## config.mk

```make
export PLATFORM = sky130hd
export DESIGN_NAME = joy_conditioner
export DESIGN_NICKNAME = d
export VERILOG_FILES = /design/src/rtl/joy_pkg.sv /design/src/rtl/joy_channel_cond.sv /design/src/rtl/joy_conditioner.sv
export SDC_FILE = /design/constraint.sdc
export NUM_CORES = 1
export LEC_CHECK = 0
export BUFFER_PORTS_ARGS = -buffer_cell sky130_fd_sc_hd__buf_2
export CAP_MARGIN = 10
export CORE_MARGIN = 4
export CORE_UTILIZATION = 50
export CTS_CLUSTER_DIAMETER = 60
export DETAILED_ROUTE_END_ITERATION = 7
export PLACE_DENSITY = 0.72
export SLEW_MARGIN = 20
export SYNTH_ARGS = -nofsm -noshare
export SYNTH_HDL_FRONTEND = slang
export SYNTH_SLANG_ARGS = --single-unit
export TNS_END_PERCENT = 5
```

## constraint.sdc

```tcl
create_clock -name clk -period 1.6 [get_ports clk]
set_input_delay 0.16 -clock clk [delete_from_list [all_inputs] [get_ports clk]]
set_output_delay 0.16 -clock clk [all_outputs]
set_load 0.05 [all_outputs]
```

## src/rtl/joy_pkg.sv

```systemverilog
// Shared joystick definitions: bit positions of the MXYZ SACB RLDU word,
// the set of bits that may autofire, and the Kempston byte mapping.
package joy_pkg;

    typedef logic [11:0] joy_word_t;
    typedef logic [7:0]  kemp_byte_t;

    localparam int JOY_U = 0;
    localparam int JOY_D = 1;
    localparam int JOY_L = 2;
    localparam int JOY_R = 3;
    localparam int JOY_B = 4;
    localparam int JOY_C = 5;
    localparam int JOY_A = 6;
    localparam int JOY_S = 7;
    localparam int JOY_Z = 8;
    localparam int JOY_Y = 9;
    localparam int JOY_X = 10;
    localparam int JOY_M = 11;

    // Fire buttons only (B, C, A, Z, Y, X); directions, Start and Mode never autofire.
    localparam joy_word_t JOY_AF_ALLOWED = 12'b0111_0111_0000;

    function automatic kemp_byte_t joyKempston(input joy_word_t w);
        return {w[JOY_S], w[JOY_A], w[JOY_C], w[JOY_B],
                w[JOY_U], w[JOY_D], w[JOY_L], w[JOY_R]};
    endfunction

endpackage

```

## src/rtl/joy_channel_cond.sv

```systemverilog
// One joystick channel: invert, 2-FF synchronise, per-bit debounce on
// sample_tick, then cancel opposing directions (SOCD) on the stable word.
module joy_channel_cond
    import joy_pkg::*;
#(
    parameter int DEBOUNCE_SAMPLES = 3
) (
    input  logic      clk,
    input  logic      reset,
    input  logic      sample_tick_i,
    input  joy_word_t joy_n_i,
    output joy_word_t cond_o
);

    joy_word_t        syncMeta_q;
    joy_word_t        sync_q;
    joy_word_t        stable_q;
    joy_word_t        stable_d;
    logic [11:0][3:0] cnt_q;
    logic [11:0][3:0] cnt_d;

    always_ff @(posedge clk) begin
        if (reset) begin
            syncMeta_q <= '0;
            sync_q     <= '0;
            stable_q   <= '0;
            cnt_q      <= '0;
        end else begin
            syncMeta_q <= ~joy_n_i;
            sync_q     <= syncMeta_q;
            stable_q   <= stable_d;
            cnt_q      <= cnt_d;
        end
    end

    // A bit must disagree with its stable value on DEBOUNCE_SAMPLES consecutive ticks.
    always_comb begin
        stable_d = stable_q;
        cnt_d    = cnt_q;
        if (sample_tick_i) begin
            for (int b = 0; b < 12; b++) begin
                if (sync_q[b] == stable_q[b]) begin
                    cnt_d[b] = 4'd0;
                end else if (cnt_q[b] + 4'd1 == 4'(DEBOUNCE_SAMPLES)) begin
                    stable_d[b] = sync_q[b];
                    cnt_d[b]    = 4'd0;
                end else begin
                    cnt_d[b] = cnt_q[b] + 4'd1;
                end
            end
        end
    end

    always_comb begin
        cond_o = stable_q;
        if (stable_q[JOY_L] && stable_q[JOY_R]) begin
            cond_o[JOY_L] = 1'b0;
            cond_o[JOY_R] = 1'b0;
        end
        if (stable_q[JOY_U] && stable_q[JOY_D]) begin
            cond_o[JOY_U] = 1'b0;
            cond_o[JOY_D] = 1'b0;
        end
    end

endmodule

```

## src/rtl/joy_conditioner.sv

```systemverilog
// Conditions both joysticks into active-high words and Kempston bytes.
// Define JOY_AUTOFIRE_EN to build the shared autofire divider and per-bit masks.
module joy_conditioner
    import joy_pkg::*;
#(
    parameter int DEBOUNCE_SAMPLES = 3,
    parameter int AUTOFIRE_DIV     = 4
) (
    input  logic       clk,
    input  logic       reset,
    input  logic       sample_tick,
    input  logic [11:0] joy1_n,
    input  logic [11:0] joy2_n,
    input  logic [11:0] af_mask1,
    input  logic [11:0] af_mask2,
    output logic [11:0] joy1_q,
    output logic [11:0] joy2_q,
    output logic [7:0]  kemp1,
    output logic [7:0]  kemp2,
    output logic        changed
);

    joy_word_t cond1;
    joy_word_t cond2;
    joy_word_t joy1_d;
    joy_word_t joy2_d;
    joy_word_t prev1_q;
    joy_word_t prev2_q;

    joy_channel_cond #(.DEBOUNCE_SAMPLES(DEBOUNCE_SAMPLES)) u_chan1 (
        .clk           (clk),
        .reset         (reset),
        .sample_tick_i (sample_tick),
        .joy_n_i       (joy1_n),
        .cond_o        (cond1)
    );

    joy_channel_cond #(.DEBOUNCE_SAMPLES(DEBOUNCE_SAMPLES)) u_chan2 (
        .clk           (clk),
        .reset         (reset),
        .sample_tick_i (sample_tick),
        .joy_n_i       (joy2_n),
        .cond_o        (cond2)
    );

`ifdef JOY_AUTOFIRE_EN
    logic [7:0] afDiv_q;
    logic [7:0] afDiv_d;
    logic       afPhase_q;
    logic       afPhase_d;
    joy_word_t  afEn1;
    joy_word_t  afEn2;

    always_ff @(posedge clk) begin
        if (reset) begin
            afDiv_q   <= 8'd0;
            afPhase_q <= 1'b0;
        end else begin
            afDiv_q   <= afDiv_d;
            afPhase_q <= afPhase_d;
        end
    end

    // One divider shared by both joysticks so all autofire bits pulse in step.
    always_comb begin
        afDiv_d   = afDiv_q;
        afPhase_d = afPhase_q;
        if (sample_tick) begin
            if (afDiv_q == 8'(AUTOFIRE_DIV - 1)) begin
                afDiv_d   = 8'd0;
                afPhase_d = ~afPhase_q;
            end else begin
                afDiv_d = afDiv_q + 8'd1;
            end
        end
    end

    always_comb begin
        afEn1  = af_mask1 & JOY_AF_ALLOWED;
        afEn2  = af_mask2 & JOY_AF_ALLOWED;
        joy1_d = (cond1 & ~afEn1) | (cond1 & afEn1 & {12{afPhase_q}});
        joy2_d = (cond2 & ~afEn2) | (cond2 & afEn2 & {12{afPhase_q}});
    end
`else
    logic afMaskUnused;

    assign afMaskUnused = ^{af_mask1, af_mask2};

    always_comb begin
        joy1_d = cond1;
        joy2_d = cond2;
    end
`endif

    // changed compares the registered outputs with their previous values, so it trails them by one clk.
    always_ff @(posedge clk) begin
        if (reset) begin
            joy1_q  <= '0;
            joy2_q  <= '0;
            kemp1   <= '0;
            kemp2   <= '0;
            prev1_q <= '0;
            prev2_q <= '0;
            changed <= 1'b0;
        end else begin
            joy1_q  <= joy1_d;
            joy2_q  <= joy2_d;
            kemp1   <= joyKempston(joy1_d);
            kemp2   <= joyKempston(joy2_d);
            prev1_q <= joy1_q;
            prev2_q <= joy2_q;
            changed <= (joy1_q != prev1_q) || (joy2_q != prev2_q);
        end
    end

endmodule

```

Word level (Yosys, flattened, before mapping) --
Cells that the tools add are included.
Word-level totals: flip-flop bits (word level) 233, input bits 51, output and inout port bits 41, word-level logic and storage cells 240
Operators by class: $add $sub $neg 24, equal/unequal tests 50, mux-type cells 52, bitwise operators 26, reduce and logical (&&, ||, !) cells 29
Operators by type and width (count):
- two-way mux 4 bit | 48
- adder 4 x 1 -> 4 bit (second input constant) | 24
- == test 4 x 2 -> 1 bit (second input constant) | 24
- AND reduction 3 bit | 24
- == test 1 bit | 24
- != test 12 bit | 2
- inverter 1 bit | 24
- inverter 12 bit | 2
- two-way mux 2 bit | 4
- logical AND 1 bit | 4
- logical OR 1 bit | 1

Longest topological paths before layout --
Gate-level depths: netlist of run 1.
depth after elaboration 4, mapped depth 6, depth with buffers taken out 6

Hierarchy --
From an unflattened synthesis of run 1, not the netlist that was laid out.
Unflattened totals: cell total of the unflattened synthesis 1158, area, all modules 10556.4 um2
Modules (own cells, without submodules):
- joy_channel_cond | instances 2, cells each 504, area each 4435.5 um2, sequential area each 1681.6 um2
- joy_conditioner | instances 1, cells each 150, area each 1685.4 um2, sequential area each 980.9 um2

Worst setup path after synthesis of run 1 --
Ideal clock, no wire load.
path kind register to register, from register u_chan2.cnt_q[25] (netlist name), to register u_chan2.stable_q[6], arrival 1.371 ns, data required time 1.468 ns, path slack 0.097 ns, stages on the path, launching flop included 6, path buffers 0, cells stage by stage dfxtp_1 ha_1 nand4_1 or3_2 o211ai_1 a21oi_1
On the way: word-level cells in the longest chain between the ends 3
RTL lines:
- start, declared | RTL line joy_channel_cond.sv:19 | logic [11:0][3:0] cnt_q;
- start signal, assigned | RTL line joy_channel_cond.sv:32 | cnt_q <= cnt_d;
- adder 4 x 1 -> 4 bit | RTL line joy_channel_cond.sv:44 | end else if (cnt_q[b] + 4'd1 == 4'(DEBOUNCE_SAMPLES)) begin
- == test 4 x 2 -> 1 bit | RTL line joy_channel_cond.sv:44
- AND reduction 3 bit (no source line)
- end signal, assigned | RTL line joy_channel_cond.sv:31 | stable_q <= stable_d;
- end, declared | RTL line joy_channel_cond.sv:17 | joy_word_t stable_q;
No other way between the ends. A chain may end at the register's enable or synchronous reset.

Worst setup path after layout of run 1 --
from register u_chan2.cnt_q[33] (netlist name), to register u_chan2.stable_q[8]
The elaborated chain is that of the path after synthesis.

==> run_results.csv, run 1 <==
group,metric,value,unit
timing,worstMarginPinSlew,0.5430,ns
logic_synthesis,yosysMostFrequentCell,"dfxtp_1",
setup_path,end_kind,"register",
setup_path,worstPathCellList,"ha_1 -> a41oi_1 -> or3b_1 -> a21oi_1",
timing,setup_viol,0,
setup_path,cp_slowest_cell,"dfxtp_1",
floorplan,dieArea,22390,µm²
floorplan,rows,51,
logic_synthesis,yosysSeqAreaShare,43.31,%
timing,min_period,1.549,ns
clock_network,path_clk_slew,0.06,ns
logic_synthesis,synth_cell_types,41,
global_routing,grt_pass1_wl,34600,µm
floorplan,initial_core_util,51.20,%
global_routing,antenna_found_initial,0,
clock_network,insertion_delay,0.51,ns
placement,port-buffer-count,67,
logic_synthesis,synthArstFlopShare,0,%
timing,max_freq,0.6457,GHz
setup_path,crit_family,"flip-flops",
clock_network,cts.sinks,217,
logic_synthesis,synth.cells.most_frequent,"dfxtp_1 (217), a21oi_1 (92), inv_1 (73), nand2_1 (73), nor2b_1 (65)",
clock_network,postCtsSetupRepairBufs,0,
timing,hold_violations,0,
cells_and_area,diodes,0,
logic_synthesis,synth_nets,1203,
timing,worst_clock_skew,0.009109,ns
cells_and_area,postLayoutCoreUtil,60.30,%
run_status,outcome,"completed",
global_routing,grt_util_all_layers,18.00,%
clock_network,numCtsBuffers,25,
floorplan,fp.coreArea,19590,µm²
global_routing,grt_pass1_vias,7500,
detailed_routing,firstDrtPassIters,5,
power_and_ir_drop,cellLeakagePower,0.004344,µW
min_path,whs_path_depth,2,
floorplan,ios,92,
clock_network,clockBufferDepth,3,
setup_path,crit_cells,4,
logic_synthesis,synth_top_flop_cell,"dfxtp_1",
detailed_routing,wl,20500,µm
setup_path,critical_path.max_fanout,7,
timing,drv_slew,0,
detailed_routing,wl_per_cell,13.92,µm
power_and_ir_drop,powerDensity,969.7,nW/µm²
logic_synthesis,synth_seq_cells,217,
clock_network,htree_levels,1,
detailed_routing,drtIter0Drc,407,
logic_synthesis,synth_edf_count,0,
setup_path,cp.required,2.03,ns
floorplan,die_w,149.6,µm
power_and_ir_drop,vdd_drop_max,0.8541,mV
floorplan,die_h,149.6,µm
placement,dpl.hpwl,13450,µm
global_routing,grt_max_degree,50,
logic_synthesis,synth_top_cell_by_area,"dfxtp_1",
timing,tns,0,ns
setup_path,ff2ff_path_depth,4,
logic_synthesis,synth_top_area_share,43.31,%
logic_synthesis,syn-cell-area,10030,µm²
setup_path,crit_arrival,1.98,ns
job,cap_violations,0,
min_path,hold_path.class,"input port to register",
setup_path,crit_type,"register to register",
min_path,hp-start,"reset",
logic_synthesis,syn_area_per_cell,9.086,µm²
setup_path,critPathLaunchType,"register",
timing,grt_setup_unrepaired,"true",
global_routing,grt_overflow,0,
clock_network,cts_tree,"built",
cells_and_area,layout-drive-gt1-share,17.05,%
timing,post-route-period-util,96.79,%
setup_path,cp_num_buf_inv,0,
timing,relSlewSlack,63.46,%
logic_synthesis,syn_inst,1104,
setup_path,critPathLaunch,"u_chan2.cnt_q[33]",
cells_and_area,areaGrowthSynthToFinish,17.76,%
cells_and_area,nNetsFinal,1291,
cells_and_area,n_fill_cell,1672,
clock_network,clock-root-buffer,"clkbuf_16",
placement,gp_congestion,0.7922,
logic_synthesis,synth_area_leaders,"dfxtp_1 (43%), ha_1 (6.0%), a21oi_1 (4.6%), nor2b_1 (4.1%), a41oi_1 (3.8%)",
detailed_routing,vias_per_cell,5.416,
detailed_routing,drc,0,
detailed_routing,ant_nets,0,
setup_path,r2r-start,"u_chan2.cnt_q[33]",
detailed_routing,vias,7978,
logic_synthesis,ys.warnings.count,0,
setup_path,critPathMaxStageDelay,0.45,ns
area by class of cell:
cell class	count	area [µm²]	share of cell area, %
Multi-Input combinational cell	758	5186	43.90
Sequential cell	217	4374	37.03
Timing Repair Buffer	116	859.6	7.277
Clock buffer	38	704.4	5.963
Tap cell	265	331.6	2.807
Inverter	74	277.8	2.351
Clock inverter	5	78.83	0.6673
final timing paths:
path | to | slack, ns
max | u_chan2.stable_q[8] | 0.05
min | u_chan1.syncMeta_q[4] | 0.002
max reg2reg | u_chan2.stable_q[8] | 0.05
min reg2reg | u_chan2.sync_q[3] | 0.43
through the flow:
step                setup slack (ns)  hold WS (ns)  power [µW]  cell area, µm²  std cells
floorplan                    0.09668        0.2267        5908           10030       1104
global placement              0.1237        0.3104        6062           10700       1405
detailed placement           0.07476        0.3144        6069           10700       1405
CTS                          0.05779      0.001353       11570           11730       1473
global route                -0.06808       0.01493       11860           11810       1473
finish                       0.05141      0.002090       11450           11810       1473
sequential cells by signal (all words and copies together), names as in the netlist:
register	count
u_chan1.stable_q	12
joy2_q	12
prev2_q	12
u_chan1.syncMeta_q	12
u_chan1.sync_q	12
u_chan2.syncMeta_q	12
u_chan2.stable_q	12
u_chan2.cnt_q	48
changed	1
prev1_q	12
u_chan1.cnt_q	48
u_chan2.sync_q	12
joy1_q	12
cell families after synthesis:
family / Yosys count / synth area share [%]
flip-flops: 217 / 43.31
AO/OA/AOI/OAI: 287 / 19.45
adder cells (fa/ha/maj): 48 / 5.987
buffers and inverters: 129 / 5.526
XOR/XNOR: 48 / 4.191
AND/OR/NAND/NOR: 375 / 21.54
per-layer routing:
| layer | part of all wire [%] | wire length, µm | vias up | track usage, % |
|---|---|---|---|---|
| met2 | 48 | 9855 | 114 | 31.58 |
| met4 | 2.0 | 411 | 0 | 4.577 |
| li1 | - | - | 4089 | - |
| met5 | 0 | 0 | - | 0 |
| met1 | 47 | 9558 | 3748 | 23.23 |
| met3 | 3.3 | 675 | 27 | 2.756 |
power breakdown:
group	total (µW)	switching (µW)	internal [µW]	leakage (µW)
logic	468	263	205	0.00219
registers	5530	49.3	5480	0.00177
clock network	5460	2120	3330	0.000382
layout by cell type, fill, tap and decap left out, types with 25 or more instances in the layout:
cell	n
a21oi_1	92
nor2_1	31
nand3b_1	47
nand3_1	25
o21ai_0	48
nor2b_1	65
o211ai_1	47
clkbuf_16	25
buf_2	66
dfxtp_1	193
nand2_1	73
nand2b_1	45
xnor2_1	39
inv_1	73
ha_1	40
dlygate4sd3_1	25
a41oi_1	43
worst register-to-register path: cells and delay by family, from the launching register on:
| kind | cells | cell delay, ns |
|---|---|---|
| flip-flops | 1 | 0.45 |
| AND/OR/NAND/NOR | 1 | 0.42 |
| AO/OA/AOI/OAI | 2 | 0.34 |
| adder cells (fa/ha/maj) | 1 | 0.26 |
what timing repair did:
action | in CTS | in global routing
setup endpoints to repair | 0 | 27
hold buffers | 25 | 0
resized for setup | 0 | 38
endpoints found under the hold margin | 24 | 0
(Power assumes the default switching activity.)
==> run 2: changes to the inputs <==
--- a/config.mk
+++ b/config.mk
@@ -10,8 +10,10 @@
 export CORE_MARGIN = 4
 export CORE_UTILIZATION = 50
 export CTS_CLUSTER_DIAMETER = 60
+export CTS_CLUSTER_SIZE = 30
 export DETAILED_ROUTE_END_ITERATION = 7
 export PLACE_DENSITY = 0.72
+export RECOVER_POWER = 25
 export SLEW_MARGIN = 20
 export SYNTH_ARGS = -nofsm -noshare
 export SYNTH_HDL_FRONTEND = slang
==> run 2 against run 1 <==
Against the previous run: die area unchanged; register-to-register slack about the same; sequential share of layout area increased by 0.64 points; non-clock buffer count decreased by 1; combinational power decreased by 1%; worst hold slack improved by 0.0088 ns; critical path depth unchanged; clock power decreased by 18%; critical endpoint unchanged; highest routed layer unchanged.
==> run_results.csv, run 2 (same netlist as run 1, synthesis figures left out) <==
group,metric,value,unit
floorplan,rows,51,
cells_and_area,layout.cells.non_filler,1461,
clock_network,postCtsSetupRepairBufs,0,
cells_and_area,mostFrequentLayoutCell,"dfxtp_1",
detailed_routing,drc,0,
placement,port-buffer-count,67,
timing,hold_violations,0,
cells_and_area,layout-drive-gt1-share,17.98,%
timing,setup_viol,0,
detailed_routing,drtIter0Drc,389,
global_routing,grt_max_degree,50,
cells_and_area,final_area,11640,µm²
placement,place_area,10700,µm²
clock_network,clockBufferDepth,3,
detailed_routing,vias_per_cell,5.431,
placement,dp.cells,1405,
floorplan,ios,92,
clock_network,clock-root-buffer,"clkbuf_16",
job,cap_violations,0,
setup_path,ff2ff_path_depth,4,
setup_path,critPathLaunchType,"register",
cells_and_area,nNetsFinal,1283,
global_routing,grt_overflow,0,
timing,grt_setup_unrepaired,"true",
global_routing,grt_pass1_vias,7442,
setup_path,critPathMaxStageDelay,0.46,ns
timing,max_freq,0.6496,GHz
clock_network,numCtsBuffers,18,
floorplan,fp.coreArea,19590,µm²
timing,worst_clock_skew,0.01036,ns
timing,relSlewSlack,42.57,%
clock_network,cts.sinks,217,
global_routing,grt_util_all_layers,17.85,%
detailed_routing,vias,7934,
setup_path,r2r_setup_slack,0.06,ns
floorplan,die_h,149.6,µm
detailed_routing,wl_per_cell,13.83,µm
detailed_routing,firstDrtPassIters,6,
min_path,hold_path_end,"u_chan1.syncMeta_q[4]",
global_routing,grt_pass1_wl,34380,µm
clock_network,insertion_delay,0.49,ns
setup_path,cp.required,2.03,ns
cells_and_area,diodes,0,
timing,post-route-period-util,96.22,%
run_status,outcome,"completed",
setup_path,cp_slowest_cell,"dfxtp_1",
power_and_ir_drop,cellLeakagePower,0.004262,µW
cells_and_area,n_fill_cell,1695,
power_and_ir_drop,powerDensity,898.6,nW/µm²
placement,gp_congestion,0.7922,
setup_path,r2r-start,"u_chan2.cnt_q[33]",
setup_path,regToRegEndpoint,"u_chan2.stable_q[8]",
floorplan,dieArea,22390,µm²
global_routing,antenna_found_initial,0,
detailed_routing,ant_nets,0,
clock_network,cts_tree,"built",
timing,setup_ws,0.06055,ns
cells_and_area,layout_common_cells,"dfxtp_1 (184), a21oi_1 (92), inv_1 (73), nand2_1 (73), buf_2 (66)",
power_and_ir_drop,vdd_drop_max,0.6947,mV
setup_path,crit_arrival,1.97,ns
floorplan,initial_core_util,51.20,%
cells_and_area,top_regs,"u_chan1.cnt_q (48), u_chan2.cnt_q (48)",
clock_network,path_clk_slew,0.08,ns
min_path,hp-start,"reset",
min_path,whs_path_depth,2,
setup_path,worstPathCellList,"ha_1 -> a41oi_1 -> or3b_1 -> a21oi_1",
placement,dpl_worst_slack,0.07476,ns
setup_path,crit_type,"register to register",
cells_and_area,multi_input_area,5214,µm²
cells_and_area,areaGrowthSynthToFinish,16.05,%
cells_and_area,register_area,4385,µm²
setup_path,critical_path.max_fanout,7,
power_and_ir_drop,p_total,10460,µW
timing,min_period,1.539,ns
setup_path,end_kind,"register",
min_path,hold_path.class,"input port to register",
detailed_routing,wl,20210,µm
timing,worstMarginPinSlew,0.8615,ns
timing,drv_slew,0,
clock_network,htree_levels,1,
timing,tns,0,ns
floorplan,die_w,149.6,µm
placement,dpl.hpwl,13450,µm
run 2: final cells by class:
cell class                 instances  area share [%]
inverter                          74           2.386
clock buffer                      22           4.267
timing repair buffer             115           7.169
multi-input combinational        758           44.79
tap                              265           2.848
sequential                       217           37.67
clock inverter                    10          0.8706
run 2: worst max-delay path by stage:
stage                      start             endpoint  slack (ns)  cells after the start
4_1_cts        u_chan2.cnt_q[32]  u_chan2.stable_q[8]        0.05                      4
3_5_place_dp         sample_tick    u_chan1.cnt_q[47]        0.07                      6
6_report       u_chan2.cnt_q[33]  u_chan2.stable_q[8]        0.06                      4
2_1_floorplan  u_chan2.cnt_q[25]  u_chan2.stable_q[6]         0.1                      5
5_1_grt        u_chan2.cnt_q[32]  u_chan2.stable_q[8]       -0.07                      5
3_3_place_gp   u_chan2.cnt_q[25]  u_chan2.stable_q[6]        0.12                      5
run 2: timing repair:
action	in CTS	in global routing
hold buffers	24	0
hold endpoints to repair	24	0
resized for setup	0	50
setup endpoints to repair	0	32
run 2: stage by stage:
step           util [%]  hold slack, ns
2_1_floorplan         -          0.2267
3_3_place_gp      54.60          0.3104
3_5_place_dp      54.60          0.3144
4_1_cts           58.87         0.01301
5_1_grt           59.42         0.02809
6_report          59.42         0.01093
run 2: critical path: cells and delay by family (launching register included):
family | cells | cell delay [ns]
compound gates | 2 | 0.34
simple gates | 1 | 0.42
flops | 1 | 0.46
fa+ha+maj | 1 | 0.26
run 2: per-layer routing:
| layer | global-route usage (%) | wire [µm] |
|---|---|---|
| met1 | 23.36 | 9437 |
| met2 | 31.22 | 9671 |
| met3 | 2.302 | 762 |
| met4 | 4.622 | 341 |
| met5 | 0 | 0 |
run 2: power breakdown:
part	switching [µW]	internal, µW	total (µW)
combinational	262	200	462
clock	2150	2330	4480
sequential	49.5	5470	5520
